File: src/rtl/sid_bus_master.sv
// SID host-bus initiator: free-running phi2, power-on /RES pulse, and one
// register read or write per phi2 cycle taken from a valid/ready request port.
module sid_bus_master #(
   parameter int unsigned PHI2_DIV   = 24,
   parameter int unsigned HOLD_CLKS  = 1,
   parameter int unsigned RES_CYCLES = 16
) (
   input  logic       clk,
   input  logic       rst_n,
   input  logic       req_valid,
   output logic       req_ready,
   input  logic       req_we,
   input  logic [4:0] req_addr,
   input  logic [7:0] req_wdata,
   output logic       rsp_valid,
   output logic [7:0] rsp_rdata,
   output logic       phi2_o,
   output logic       res_n_o,
   output logic       cs_n_o,
   output logic       r_w_n_o,
   output logic [4:0] addr_o,
   output logic [7:0] data_o,
   output logic       data_oe,
   input  logic [7:0] data_i
);

   localparam int unsigned PW = $clog2(PHI2_DIV);
   localparam int unsigned CW = $clog2(RES_CYCLES + 1);

   localparam logic [PW-1:0] PH_LAST   = PW'(PHI2_DIV - 1);
   localparam logic [PW-1:0] PH_RISE   = PW'(PHI2_DIV / 2);
   localparam logic [PW-1:0] PH_LAUNCH = PW'(HOLD_CLKS);
   localparam logic [CW-1:0] RES_DONE  = CW'(RES_CYCLES);

   typedef enum logic {
      ST_RESET,
      ST_RUN
   } state_t;

   state_t        state_q, state_d;
   logic [PW-1:0] phase_q, phase_d;
   logic [CW-1:0] falls_q, falls_d;
   logic          phi2_q, phi2_d;
   logic          cs_n_q, cs_n_d;
   logic          r_w_n_q, r_w_n_d;
   logic [4:0]    addr_q, addr_d;
   logic [7:0]    data_q, data_d;
   logic          oe_q, oe_d;
   logic          rsp_v_q, rsp_v_d;
   logic [7:0]    rdata_q, rdata_d;
   logic          ready_q, ready_d;
   logic          pend_v_q, pend_v_d;
   logic          pend_we_q, pend_we_d;
   logic [4:0]    pend_addr_q, pend_addr_d;
   logic [7:0]    pend_wdata_q, pend_wdata_d;
   logic          cur_v_q, cur_v_d;
   logic          cur_we_q, cur_we_d;
   logic [7:0]    cur_wdata_q, cur_wdata_d;

   logic wrap, launch, rise, accept;

   // Next-state for phase timing, reset sequencing, request slots and bus outputs.
   // Every output register is loaded from phase_d so it changes on the same edge
   // as the phase it belongs to.
   always_comb begin
      phase_d      = (phase_q == PH_LAST) ? '0 : phase_q + PW'(1);
      wrap         = (phase_q == PH_LAST);
      launch       = (phase_d == PH_LAUNCH);
      rise         = (phase_d == PH_RISE);
      accept       = req_valid & ready_q;

      state_d      = state_q;
      falls_d      = falls_q;
      phi2_d       = (phase_d >= PH_RISE);
      cs_n_d       = cs_n_q;
      r_w_n_d      = r_w_n_q;
      addr_d       = addr_q;
      data_d       = data_q;
      oe_d         = oe_q;
      rsp_v_d      = 1'b0;
      rdata_d      = rdata_q;
      pend_v_d     = pend_v_q;
      pend_we_d    = pend_we_q;
      pend_addr_d  = pend_addr_q;
      pend_wdata_d = pend_wdata_q;
      cur_v_d      = cur_v_q;
      cur_we_d     = cur_we_q;
      cur_wdata_d  = cur_wdata_q;

      if (wrap && (falls_q != RES_DONE)) begin
         falls_d = falls_q + CW'(1);
      end

      if ((state_q == ST_RESET) && launch && (falls_q == RES_DONE)) begin
         state_d = ST_RUN;
      end

      // Accept and launch never coincide: accept needs an empty slot, launch a full one.
      if (accept) begin
         pend_v_d     = 1'b1;
         pend_we_d    = req_we;
         pend_addr_d  = req_addr;
         pend_wdata_d = req_wdata;
      end

      if (launch && (state_q == ST_RUN)) begin
         oe_d = 1'b0;
         if (pend_v_q) begin
            addr_d      = pend_addr_q;
            r_w_n_d     = ~pend_we_q;
            cs_n_d      = 1'b0;
            cur_v_d     = 1'b1;
            cur_we_d    = pend_we_q;
            cur_wdata_d = pend_wdata_q;
            pend_v_d    = 1'b0;
         end else begin
            cs_n_d  = 1'b1;
            r_w_n_d = 1'b1;
            cur_v_d = 1'b0;
         end
      end

      if (rise && cur_v_q && cur_we_q) begin
         data_d = cur_wdata_q;
         oe_d   = 1'b1;
      end

      // Read data is captured on the last clk of phi2 high, the same edge that
      // raises rsp_valid at the phi2 fall.
      if (wrap && cur_v_q) begin
         rsp_v_d = 1'b1;
         rdata_d = cur_we_q ? '0 : data_i;
      end

      ready_d = (state_d == ST_RUN) & ~pend_v_d;
   end

   // Reset-sequence state register.
   always_ff @(posedge clk) begin
      if (!rst_n) begin
         state_q <= ST_RESET;
      end else begin
         state_q <= state_d;
      end
   end

   // Phase counter, slots and registered bus/response outputs.
   always_ff @(posedge clk) begin
      if (!rst_n) begin
         phase_q      <= '0;
         falls_q      <= '0;
         phi2_q       <= 1'b0;
         cs_n_q       <= 1'b1;
         r_w_n_q      <= 1'b1;
         addr_q       <= '0;
         data_q       <= '0;
         oe_q         <= 1'b0;
         rsp_v_q      <= 1'b0;
         rdata_q      <= '0;
         ready_q      <= 1'b0;
         pend_v_q     <= 1'b0;
         pend_we_q    <= 1'b0;
         pend_addr_q  <= '0;
         pend_wdata_q <= '0;
         cur_v_q      <= 1'b0;
         cur_we_q     <= 1'b0;
         cur_wdata_q  <= '0;
      end else begin
         phase_q      <= phase_d;
         falls_q      <= falls_d;
         phi2_q       <= phi2_d;
         cs_n_q       <= cs_n_d;
         r_w_n_q      <= r_w_n_d;
         addr_q       <= addr_d;
         data_q       <= data_d;
         oe_q         <= oe_d;
         rsp_v_q      <= rsp_v_d;
         rdata_q      <= rdata_d;
         ready_q      <= ready_d;
         pend_v_q     <= pend_v_d;
         pend_we_q    <= pend_we_d;
         pend_addr_q  <= pend_addr_d;
         pend_wdata_q <= pend_wdata_d;
         cur_v_q      <= cur_v_d;
         cur_we_q     <= cur_we_d;
         cur_wdata_q  <= cur_wdata_d;
      end
   end

   assign req_ready = ready_q;
   assign rsp_valid = rsp_v_q;
   assign rsp_rdata = rdata_q;
   assign phi2_o    = phi2_q;
   assign res_n_o   = (state_q == ST_RUN);
   assign cs_n_o    = cs_n_q;
   assign r_w_n_o   = r_w_n_q;
   assign addr_o    = addr_q;
   assign data_o    = data_q;
   assign data_oe   = oe_q;

endmodule
File: config.mk
export PLATFORM = sky130hd
export DESIGN_NAME = sid_bus_master
export DESIGN_NICKNAME = d
export VERILOG_FILES = /design/src/rtl/sid_bus_master.sv
export SDC_FILE = /design/constraint.sdc
export NUM_CORES = 1
export LEC_CHECK = 0
export BUFFER_PORTS_ARGS = -buffer_cell sky130_fd_sc_hd__buf_4
export CAP_MARGIN = 0
export CORE_ASPECT_RATIO = 1.1
export CORE_MARGIN = 1
export CORE_UTILIZATION = 40
export CTS_CLUSTER_DIAMETER = 60
export CTS_CLUSTER_SIZE = 16
export DETAILED_ROUTE_END_ITERATION = 6
export PLACE_DENSITY = 0.67
export SETUP_SLACK_MARGIN = 0.4
export SLEW_MARGIN = 5
export SYNTH_ARGS = -nofsm -noshare
export SYNTH_HDL_FRONTEND = slang
export SYNTH_SLANG_ARGS = --single-unit
File: constraint.sdc
create_clock -name clk -period 5.25 [get_ports clk]
set_input_delay 0.2625 -clock clk [delete_from_list [all_inputs] [get_ports clk]]
set_output_delay 0.2625 -clock clk [all_outputs]
set_load 0.02 [all_outputs]
After elaboration in Yosys (flattened, before gate mapping):

Index checks and enable logic that the tools add are counted.
W data, S select, Z words.

* flip-flop bits (word level): 63
* bits in latches: 0
* bits in writable memories: 0
* bits in read-only memories: 0
* input port bits: 25
* output and inout bits: 28
* logic and storage cells: 53
* memories kept: 0

* $add $sub $neg: 2
* multipliers: 0
* div/mod/pow operators: 0
* $lt $le $gt $ge: 1
* equality and inequality tests: 5
* shifts and indexed selects: 0
* muxes and demuxes: 12
* bitwise gates (word level): 5
* reduce and logical (&&, ||, !) cells: 9

Operators by type and width (number)
* $add A5 B1 Y5 const B: 2
* $eq A5 B5 Y1 const B: 2
* $mux W1: 10
* $mux W8: 1
* $logic_and A1 B1 Y1: 7
* $eq A5 B1 Y1 const B: 1
* $eq A5 B4 Y1 const B: 1
* $ge A5 B4 Y1 const B: 1
* $mux W5: 1
* $ne A5 B5 Y1 const B: 1
* $not A1 Y1: 3
* $and A1 B1 Y1: 2
* $reduce_and A2 Y1: 1
* $reduce_bool A2 Y1: 1

Depth between registers and ports, before layout:

Gate-level depths: netlist of run 1.

* depth after elaboration: 7
* depth in mapped cells: 7
* mapped depth without buffers: 6

Worst setup path before layout of run 1:

Ideal clock, no wire load.

* kind: register to register
* start point: reg phase_q[0]
* end point: reg cur_wdata_q[6]
* library setup time: 0.132 ns
* arrival: 1.614 ns
* slack: 3.504 ns
* cell stages (with the launch flop): 8
* path buffers: 2
* path through: dfxtp_1 -> ha_1 -> or3_4 -> o21a_1 -> buf_6 -> buf_12 -> o31ai_2 -> a21oi_1

* word-level cells in the longest chain between the ends: 5

Ends and longest elaborated chain
* start, declared: line 41 `logic [PW-1:0] phase_q, phase_d;`
* start signal, assigned: line 169 `phase_q <= phase_d;`
* $add A5 B1 Y5 or $eq A5 B5 Y1 (tied branches): line 66 `phase_d = (phase_q == PH_LAST) ? '0 : phase_q + PW'(1);`
* $mux W5 (*): line 66
* $eq A5 B1 Y1 (*): line 68 `launch = (phase_d == PH_LAUNCH);`
* $logic_and A1 B1 Y1 (*): line 106 `if (launch && (state_q == ST_RUN)) begin`
* $reduce_and A2 Y1 (no line) (*)
* end signal, assigned: line 186 `cur_wdata_q <= cur_wdata_d;`
* end, declared: line 58 `logic [7:0] cur_wdata_q, cur_wdata_d;`

Mark *: on every way between the ends. The rest lies on a longest branch, timed or not.
A chain may end at the register's enable or synchronous reset.

Final worst setup path of run 1:

* start point: reg phase_q[0]
* end point: reg cur_v_q

* word-level cells in the longest chain between the ends: 4

Ends and longest elaborated chain
* $add A5 B1 Y5 or $eq A5 B5 Y1 (tied branches): line 66
* $mux W5 (*): line 66
* $eq A5 B1 Y1 (*): line 68
* $logic_and A1 B1 Y1 (*): line 106
* end signal, assigned: line 184 `cur_v_q <= cur_v_d;`
* end, declared: line 56 `logic cur_v_q, cur_v_d;`

Marked as above.

==> reports/qor.txt, run 1 <==
Worst Path Max Fanout - 17
Lkg Pwr - 1.20 nW
Synth unique cells - 41
Max Freq - 0.479 GHz
Vias in the first global route - 1980
Type of origin of the critical path - register
Final Setup Violations - 0
#FFs+latches synth - 63
WP data arrival - 2.31 ns
Final Skew - 0.00787 ns
First-pass DRT Iterations - 4
Final net count - 359
PwrDens - 307 nW/µm²
CTS tree - done
Gpl congestion - 0.757
CTS resizes - 0
Worst Setup End Kind - register
Final worst slack - 3.16 ns
CP max-delay cell - o21a_1
YS warnings - 0
Synth area leaders - dfxtp_1, a21oi_1, nand2_1
Die Y - 87.3 µm
Antenna cell count - 0
Multi-input gate area - 1240 µm²
Slowest stage delay, CP - 0.40 ns
Worst VDD drop - 0.219 mV
HPWL after DPL - 3720 µm
Top-count cell post-synth - dfxtp_1
Core box area - 6270 µm²
Outcome - finished, final reports clean
Setup TNS - 0 ns
Dpl ws - 3.18 ns
Largest net degree at the start of global routing - 56
Ys flop type - dfxtp_1
Crit-path leading delay family - compound AO/OA/AOI/OAI gates
Top-level I/O count - 53
Most common library cells after synthesis - dfxtp_1, a21oi_1, nand2_1, nand4_1, o21ai_0
Gate Count Post-Synth - 288
Grt ovf - 0
Slew Limit Fails - 0
Max capacitance violation total - 0
Number of synthesized flops with an enable pin - 0
Gr usage total - 0.177
Synth Area in Compound Gates - 0.205
Most Frequent Cell on Critical Path - o21a_1
RSZ-0062 raised after global routing - no
Worst-Margin Slew - 0.921 ns
First DRT Iteration DRCs - 162
Hold violation count in the final report - 0
Layout cell share with drive strength beyond 1 - 0.257
Initial antenna violation count - 0
Main combinational cell family by area after synthesis - compound AO/OA/AOI/OAI gates
Reg clk slew, reported paths - 0.07 ns
WHS - 0.172 ns
Final Cycle Share - 0.398
XOR/XNOR Fraction of Synth Area - 0.0165
Clock tree buffer depth - 2
Worst-Skew Late Latency - 0.33 ns
Die X - 79.6 µm
Avg Cell Area, Syn - 9.20 µm²
IO Port Bufs - 52
Minimum clock period - 2.09 ns
Syn nets - 318
Synth Area in Adders - 0.0236
Share of the synthesized area in the top cell type - 0.476
DR vias - 2139
Clock root buffer - clkbuf_8
Req. time, crit path - 5.48 ns
Simple-Gate Fraction of Synth Area - 0.201
Post-synthesis mux area share - 0.0217
Starting Density - 0.423
Hold Crit Class - in2reg
# clock sinks - 63
Slew headroom - 0.386
Hold-fix buffers, CTS - 0
Worst path cell trace - ha_1 > or3_4 > o21a_1 > o31a_1 > o21a_1
Fillers - 617
Routed vias/inst - 5.17
FFs w/ async S/R, synth - 0
Crit path buf inv count - 0
Final WL - 5580 µm
Cell taking the most area after synthesis - dfxtp_1
Post-route DRC - 0
CTS H-tree depth - 3
Reg area - 1260 µm²
Standard-cell rows - 30
CP Class - reg2reg
Seq/Total Area, Yosys - 0.476
Layout area overhead - 22.3%
First-pass GRT wire length - 9480 µm
Setup Buffers After CTS - 0
Cts bufs inserted - 9
Synthesized area - 2650 µm²
Routed len/inst - 13.5 µm
DRT antenna net count - 0
Die footprint - 6950 µm²
## registers in the layout, summed over array words and instances (netlist names), 5 cells and up
register      flops
rsp_rdata         8
addr_o            5
pend_wdata_q      8
cur_wdata_q       8
falls_q           5
pend_addr_q       5
phase_q           5
data_o            8
## worst paths after layout
check	depth (start not counted)	slack, ns	end	from
hold / removal	3	0.17	pend_wdata_q[6]	req_wdata[6]
hold reg to reg	2	0.45	pend_we_q	pend_we_q
setup / recovery	5	3.16	cur_v_q	phase_q[0]
setup reg to reg	5	3.16	cur_v_q	phase_q[0]
## routing by layer
metal	up-vias	global-route usage	share of wire
met3	11	0.0408	0.052
met5	-	0	0
met4	0	0.0893	0.020
met1	971	0.237	0.49
li1	1103	-	-
met2	54	0.265	0.44
## kinds of logic after synthesis
kind of cell,Yosys count
adders and majority gates,5
AOI/OAI and AO/OA,81
DFF,63
and+or+nand+nor,102
muxes,4
xor gates and xnor gates,5
buffers and inverters,28
## placed cells by master (no fill, tap or decap), drive strengths merged
cell,n
nor4bb,1
a31o,1
and3b,1
nand2,41
and4b,1
dfxtp,63
mux2,1
and2,4
o41ai,1
clkbuf,13
and3,3
buf,52
xor2,3
clkinv,1
o21a,3
and4,1
nand3,11
bufinv,2
a41oi,3
nor3,2
nand3b,8
o21ai,12
nand4,16
a21oi,45
xnor2,2
or3,1
o31a,2
o31ai,14
nor2,10
mux2i,3
inv,6
ha,5
nor2b,2
## cell type report
| cell class | count | area share |
|---|---|---|
| Clock buffer | 13 | 0.0491 |
| Clock inverter | 3 | 0.0201 |
| Inverter | 6 | 0.00695 |
| Multi-Input combinational cell | 197 | 0.383 |
| Sequential cell | 63 | 0.389 |
| Tap cell | 80 | 0.0309 |
| Timing Repair Buffer | 52 | 0.121 |
## metrics by stage
step / total power [mW] / utilization / cell area [µm²] / instances
6_report: 0.994 / 0.517 / 3240 / 414
5_1_grt: 1.04 / 0.517 / 3240 / 414
4_1_cts: 1.01 / 0.517 / 3240 / 414
3_5_place_dp: 0.536 / 0.481 / 3020 / 398
3_3_place_gp: 0.535 / 0.481 / 3020 / 398
2_1_floorplan: 0.523 / - / 2650 / 288
## tightest hold or removal path: cells and delay by family
kind	cells	cell delay [ns]
AND/OR/NAND/NOR	1	0.04
AO/OA/AOI/OAI	1	0.05
buffers and inverters	1	0.11
## power by group
part	switching [mW]	leakage (nW)	internal (mW)
clock	0.176	0.114	0.293
sequential	0.00264	0.508	0.480
combinational	0.0260	0.581	0.0168
Note: power is estimated with default switching activity, not from simulation.
==> inputs of run 2 (changes only) <==
- PLACE_DENSITY: 0.67 -> 0.69
- clock period: 5.25 -> 1.8 ns (I/O delays scaled with it)
==> run 2 against run 1 <==
Effect of this change: non-clock buffer count is 39 higher; global-route usage increased by 2.1 points; sequential power grew to 2.9 times the previous value; highest routed layer unchanged; core utilization rose by 11 points; clock-buffer cell count is 1 higher; critical path type unchanged; largest power group unchanged; clock skew fell by 0.0011 ns; wire length increased by 19%.
==> reports/qor.txt, run 2 (same netlist as run 1, synthesis figures left out) <==
Outcome - finished, final reports clean
Clock tree buffer depth - 2
First-pass GRT wire length - 10600 µm
Hold violation count in the final report - 0
Fillers - 496
# clock sinks - 63
Hold Crit Class - in2reg
Gr usage total - 0.198
Most common cell after layout, fill and taps aside - buf_4
Setup TNS - 0 ns
Die footprint - 6950 µm²
Fin area - 3960 µm²
CP Class - reg2reg
Clock root buffer - clkbuf_8
Lkg Pwr - 1.47 nW
Dpl ws - 0.109 ns
Launch point of the worst hold path - req_wdata[4]
Minimum clock period - 1.64 ns
Final worst slack - 0.156 ns
Routed vias/inst - 5.29
Final Cycle Share - 0.913
Starting Density - 0.423
Worst-Margin Slew - 0.557 ns
Top-level I/O count - 53
Type of origin of the critical path - register
Grt ovf - 0
Final net count - 399
CTS tree - done
Worst Setup End Kind - register
Setup crit start - phase_q[0]
Most frequent cells in the layout - buf_4, dfxtp_1, a21oi_1, nand2_1, nand4_1
Standard-cell rows - 30
Placed cell count - 405
Routed len/inst - 14.6 µm
Slew Limit Fails - 0
Layout area overhead - 49.5%
PwrDens - 753 nW/µm²
DP Area - 3140 µm²
First DRT Iteration DRCs - 77
WP data arrival - 1.87 ns
Reg clk slew, reported paths - 0.07 ns
Total Power - 2.98 mW
Gpl congestion - 0.757
Core box area - 6270 µm²
Worst Path Max Fanout - 7
HPWL after DPL - 3920 µm
R2R Path Start - phase_q[0]
RSZ-0062 raised after global routing - yes
DR vias - 2402
Final WL - 6620 µm
Vias in the first global route - 2289
WHS - 0.0159 ns
Final Skew - 0.00675 ns
Antenna cell count - 0
Max Freq - 0.608 GHz
Worst-Skew Late Latency - 0.35 ns
Die Y - 87.3 µm
Initial antenna violation count - 0
Cts bufs inserted - 9
Final Setup Violations - 0
First-pass DRT Iterations - 4
IO Port Bufs - 52
Layout cell share with drive strength beyond 1 - 0.364
Req. time, crit path - 2.03 ns
Post-Layout Cell Count - 454
Die X - 79.6 µm
DRT antenna net count - 0
Slew headroom - 0.628
Max capacitance violation total - 0
CTS H-tree depth - 3
Post-route DRC - 0
Largest net degree at the start of global routing - 30
Worst VDD drop - 0.615 mV
Final core utilization - 0.632
[run 2: report_power, final]
| part | leakage (nW) | internal [mW] | switching [mW] |
|---|---|---|---|
| Sequential | 0.509 | 1.40 | 0.0107 |
| Combinational | 0.845 | 0.126 | 0.119 |
| Clock | 0.112 | 0.798 | 0.527 |
| Total | 1.47 | 2.32 | 0.657 |
[run 2: per-layer routing]
| metal | wire length, µm | vias to the layer above | track usage |
|---|---|---|---|
| met4 | 95 | 0 | 0.0777 |
| met2 | 3370 | 59 | 0.340 |
| met3 | 284 | 12 | 0.0586 |
| met5 | 0 | - | 0 |
| met1 | 2870 | 1138 | 0.229 |
| li1 | - | 1193 | - |
[run 2: critical path, cell delays in order (launching register included)]
cell,delay (ns)
dfxtp_4,0.36
ha_4,0.18
or3_4,0.34
o21a_4,0.17
buf_12,0.16
o31ai_4,0.23
a21oi_1,0.08
[run 2: timing repair]
| item | 4_1_cts | 5_1_grt |
|---|---|---|
| buffers inserted | 11 | 5 |
| setup endpoints to repair | 41 | 43 |
| endpoints found under the hold margin | 15 | 0 |
| gates resized for setup | 25 | 32 |
| cloned | 2 | 1 |
| pin swaps | 4 | 31 |
| hold buffers | 14 | 0 |
[run 2: worst paths after layout]
check | end | slack, ns | depth (start not counted)
hold / removal | pend_wdata_q[4] | 0.02 | 3
setup / recovery | addr_o[2] | 0.16 | 6
hold reg to reg | rsp_rdata[0] | 0.45 | 2
setup reg to reg | addr_o[2] | 0.16 | 6
[run 2: cell type report]
cell class,instances,area [µm²],share of cell area
Tap cell,80,100,0.0253
Multi-Input combinational cell,198,1500,0.378
Clock inverter,2,35.0,0.00885
Inverter,6,22.5,0.00569
Sequential cell,63,1270,0.321
Timing Repair Buffer,91,852,0.215
Clock buffer,14,184,0.0465
